<file path="src/rtl/lfsr_pkg.sv">
// Shared LFSR definitions: checker state type, default geometry and the
// next-state function also used by the LFSR generator.
package lfsr_pkg;

    localparam int unsigned LFSR_MAX_W = 32;
    localparam int unsigned LFSR_DEF_W = 4;
    localparam logic [LFSR_DEF_W-1:0] LFSR_DEF_TAPS = 4'b1100;
    localparam int unsigned RUN_W = 4;

    typedef enum logic {
        ST_HUNT,
        ST_LOCKED
    } lfsr_chk_state_t;

    // Callers zero-extend cur/taps to LFSR_MAX_W and keep the low WIDTH bits.
    function automatic logic [LFSR_MAX_W-1:0] lfsr_next(
        input logic [LFSR_MAX_W-1:0] cur,
        input logic [LFSR_MAX_W-1:0] taps
    );
        return {cur[LFSR_MAX_W-2:0], ^(cur & taps)};
    endfunction

endpackage

</file>
<file path="src/rtl/lfsr_chk_run.sv">
// Saturating run counter with synchronous clear; o_hit flags that the next
// increment reaches the terminal count i_tc.
module lfsr_chk_run
    import lfsr_pkg::*;
(
    input  logic             clk,
    input  logic             reset,
    input  logic             i_inc,
    input  logic             i_clr,
    input  logic [RUN_W-1:0] i_tc,
    output logic             o_hit
);

    logic [RUN_W-1:0] r_cnt;

    assign o_hit = (r_cnt + RUN_W'(1)) == i_tc;

    always_ff @(posedge clk or negedge reset) begin
        if (!reset) begin
            r_cnt <= '0;
        end else if (i_clr) begin
            r_cnt <= '0;
        end else if (i_inc && (r_cnt != '1)) begin
            r_cnt <= r_cnt + RUN_W'(1);
        end
    end

endmodule

</file>
<file path="config.mk">
export PLATFORM = sky130hd
export DESIGN_NAME = lfsr_chk_run
export DESIGN_NICKNAME = d
export VERILOG_FILES = /design/src/rtl/lfsr_pkg.sv /design/src/rtl/lfsr_chk_run.sv
export SDC_FILE = /design/constraint.sdc
export NUM_CORES = 1
export LEC_CHECK = 0
export ABC_AREA = 1
export ABC_CLOCK_PERIOD_IN_PS = 1600
export CAP_MARGIN = 20
export CORE_AREA = 2 2 39 41
export CTS_CLUSTER_DIAMETER = 200
export DETAILED_ROUTE_END_ITERATION = 10
export DIE_AREA = 0 0 41 43
export SLEW_MARGIN = 20
export SYNTH_ARGS = -nofsm -noshare
export SYNTH_HDL_FRONTEND = slang
export SYNTH_SLANG_ARGS = --single-unit
</file>
<file path="constraint.sdc">
create_clock -name clk -period 1.6 [get_ports clk]
set_input_delay 0.32 -clock clk [delete_from_list [all_inputs] [get_ports clk]]
set_output_delay 0.32 -clock clk [all_outputs]
set_load 0.005 [all_outputs]
</file>
==> qor.yml <==
outcome:
  status: "finished with violations"
  violations: "negative setup slack"
clock_tree:
  clk_latency_ns: 0.23
  cts_root_buffer: "clkbuf_4"
  hold_buffers: 0
  clock-sinks: 4
  path_clk_slew_ns: 0.03
  numCtsBuffers: 3
  clk_path_buf_depth: 2
  cts_max_level: 1
  cts_tree: "done"
worst_setup_path:
  critPathMaxStageDelay_ns: 0.40
  r2r-start: "r_cnt[0]"
  path_cells: "ha_4 -> inv_2 -> nand2_1 -> nand2_1 -> nor2_1 -> nand2_1 -> nor2_1 -> buf_2"
  cp-start-kind: "register"
  path_class: "reg -> out"
  cp_max_fo: 3
  cp_data_arrival_time_ns: 1.34
  slowest_stage: "dfrtp_1"
  crit_top_cell: "nand2_1"
  rrSetupSlack_ns: 0.45
  ff2ff_path_depth: 6
  end_kind: "output port"
  crit_required_ns: 1.28
  r2r_end: "r_cnt[3]"
sta:
  tightest_slew_ns: 0.173
  max_freq_ghz: 0.602
  setup_slack_ns: -0.0609
  relSlewSlack_pct: 88.4
  fin_skew_ns: 0.00170
  finalHoldViolCount: 0
  rsz0062_at_grt: "true"
  slew_viol_final: 0
  holdWs_ns: 0.291
  setup_violations: 1
  finalCritPeriodShare_pct: 104
  period_minus_slack_ns: 1.66
logic_synthesis:
  yosys.area.top_type: "dfrtp_1"
  ys_async_sr_fraction_pct: 100
  synth_area_per_cell_um2: 5.99
  ys_ff_latch: 4
  ys_types: 11
  synth_top_area_share_pct: 32.1
  synthMuxAreaShare_pct: 0
  yosys-top-cells-area: "dfrtp_1 (32%), nand2_1 (22%), nand3_1 (13%), inv_1 (12%), nor2_1 (4.8%)"
  synthFlopType: "dfrtp_1"
  synth_adder_area_share_pct: 4.02
  ys_top_cells_by_count: "nand2_1 (18), inv_1 (10), nand3_1 (8)"
  syn-num-nets: 61
  synth_xor_area_share_pct: 0
  synth_top_family_by_area: "simple AND/OR/NAND/NOR gates"
  syn_area_um2: 312
  syn_inst: 52
  yosys_warnings: 0
  synth_seq_area_share_pct: 32.1
  synth_compound_area_share_pct: 6.43
  post-synth-top-count-cell: "nand2_1"
  synth_edf_count: 0
  synthSimpleGateAreaFrac_pct: 45.4
power:
  clock_power_share_pct: 31.2
  switching_power_mw: 0.106
  total_power_mw: 0.375
  powerDensity_mw_per_mm2: 759
  sw_frac_of_total_pct: 28.3
  p_int_mw: 0.269
  power.share.sequential_pct: 33.1
  max-vdd-ir-drop_v: 0.000324
  p_comb_share_pct: 35.7
  power_leakage_nw: 0.262
cells_and_area:
  top_register: "r_cnt"
  diodes: 0
  largest_reg_flops: 4
  n_fill_cell: 146
  top_regs: "r_cnt x4"
  drive_gt1_share_pct: 20.0
  nets: 81
  utilization_pct: 35.7
  syn_to_final_growth_pct: 58.6
  fin_area_um2: 494
global_route:
  overflow: 0
  track_usage_pct: 9.78
  grt_pass1_wl_um: 1110
  antenna_found_initial: 0
  grt_pass1_vias: 316
  grt_max_degree: 6
routing:
  viasPerCell: 4.19
  drt_pass1_iterations: 4
  first_iter_violations: 4
  drt-total-wl_um: 686
  drcViolationCount: 0
  ant_nets: 0
  vias: 360
  post_drt_wl_per_cell_um: 7.98
floorplan:
  start_util_pct: 22.5
  num_rows: 14
  dieArea_mm2: 0.00176
  fp.dieW_um: 41
  core_area_mm2: 0.00138
  die_h_um: 43
  pin_count: 9
placed_design:
  dp.final_hpwl_um: 575
  io_buffer_count: 8
  place.gp.congestion: 0.734
  place_area_um2: 464
min_path:
  hold_path.class: "in -> async"
run:
  maxCapViolations: 0
## how the worst max path moves through the flow
stage	slack, ns	end	startpoint	cells after the start
final	-0.06	o_hit	r_cnt[0]	8
after global routing	-0.18	o_hit	r_cnt[1]	8
after CTS	-0.09	o_hit	r_cnt[1]	8
after detailed placement	-0.40	o_hit	i_tc[0]	8
after global placement	-0.41	o_hit	i_tc[0]	8
after floorplan	0.20	o_hit	r_cnt[0]	7
## metal layers
metal	global-route usage, %	part of all wire (%)
met5	0	0
met4	8.00	0
met3	3.14	2.5
met2	14.4	48
met1	10.7	49
## per-stage QoR
stage	std cells	setup TNS, ns	worst slack, ns
finish	86	-0.0609	-0.0609
global route	86	-0.178	-0.178
CTS	86	-0.0948	-0.0948
detailed placement	83	-0.402	-0.402
global placement	83	-0.406	-0.406
floorplan	52	0	0.200
## logic make-up after synthesis
kind of cell	after synthesis
and+or+nand+nor	33
DFF	4
AOI/OAI and AO/OA	4
adders and majority gates	1
buffers and inverters	10
## cell usage in the layout (no fill, tap or decap)
master            n
a21oi_1           1
nand4_1           2
nand2_1          18
clkdlybuf4s50_1   7
o21ai_0           1
clkbuf_4          3
inv_2             1
nand2_2           1
o21ai_1           2
dfrtp_1           4
inv_1             9
buf_4             7
nand3_1           8
buf_2             1
ha_4              1
nor2_1            4
## layout make-up
cell class                 count  area (µm²)  area share [%]
multi-input combinational     38         186            37.7
timing repair buffer          15         128            25.8
sequential                     4         100            20.3
inverter                      10        37.5            7.59
clock buffer                   3        22.5            4.56
tap                           16        20.0            4.05
## critical path: cells and delay by family, from the launching register on
| kind | cells | cell delay [ns] |
|---|---|---|
| fa+ha+maj | 1 | 0.29 |
| buf+inv | 2 | 0.14 |
| flops | 1 | 0.40 |
| simple gates | 5 | 0.29 |
## power groups by stage
stage	Sequential (mW)	Clock (mW)	Combinational, mW
after floorplan	0.125	0	0.0585
after CTS	0.124	0.124	0.136
after detailed placement	0.122	0	0.129
final	0.124	0.117	0.134
after global routing	0.126	0.129	0.153
after global placement	0.122	0	0.128
## timing repair
action | 4_1_cts | 5_1_grt
resized for setup | 6 | 0
setup buffers | 0 | 0
setup endpoints to repair | 1 | 1
pin swaps | 5 | 2
Note: power is estimated with default switching activity, not from simulation.
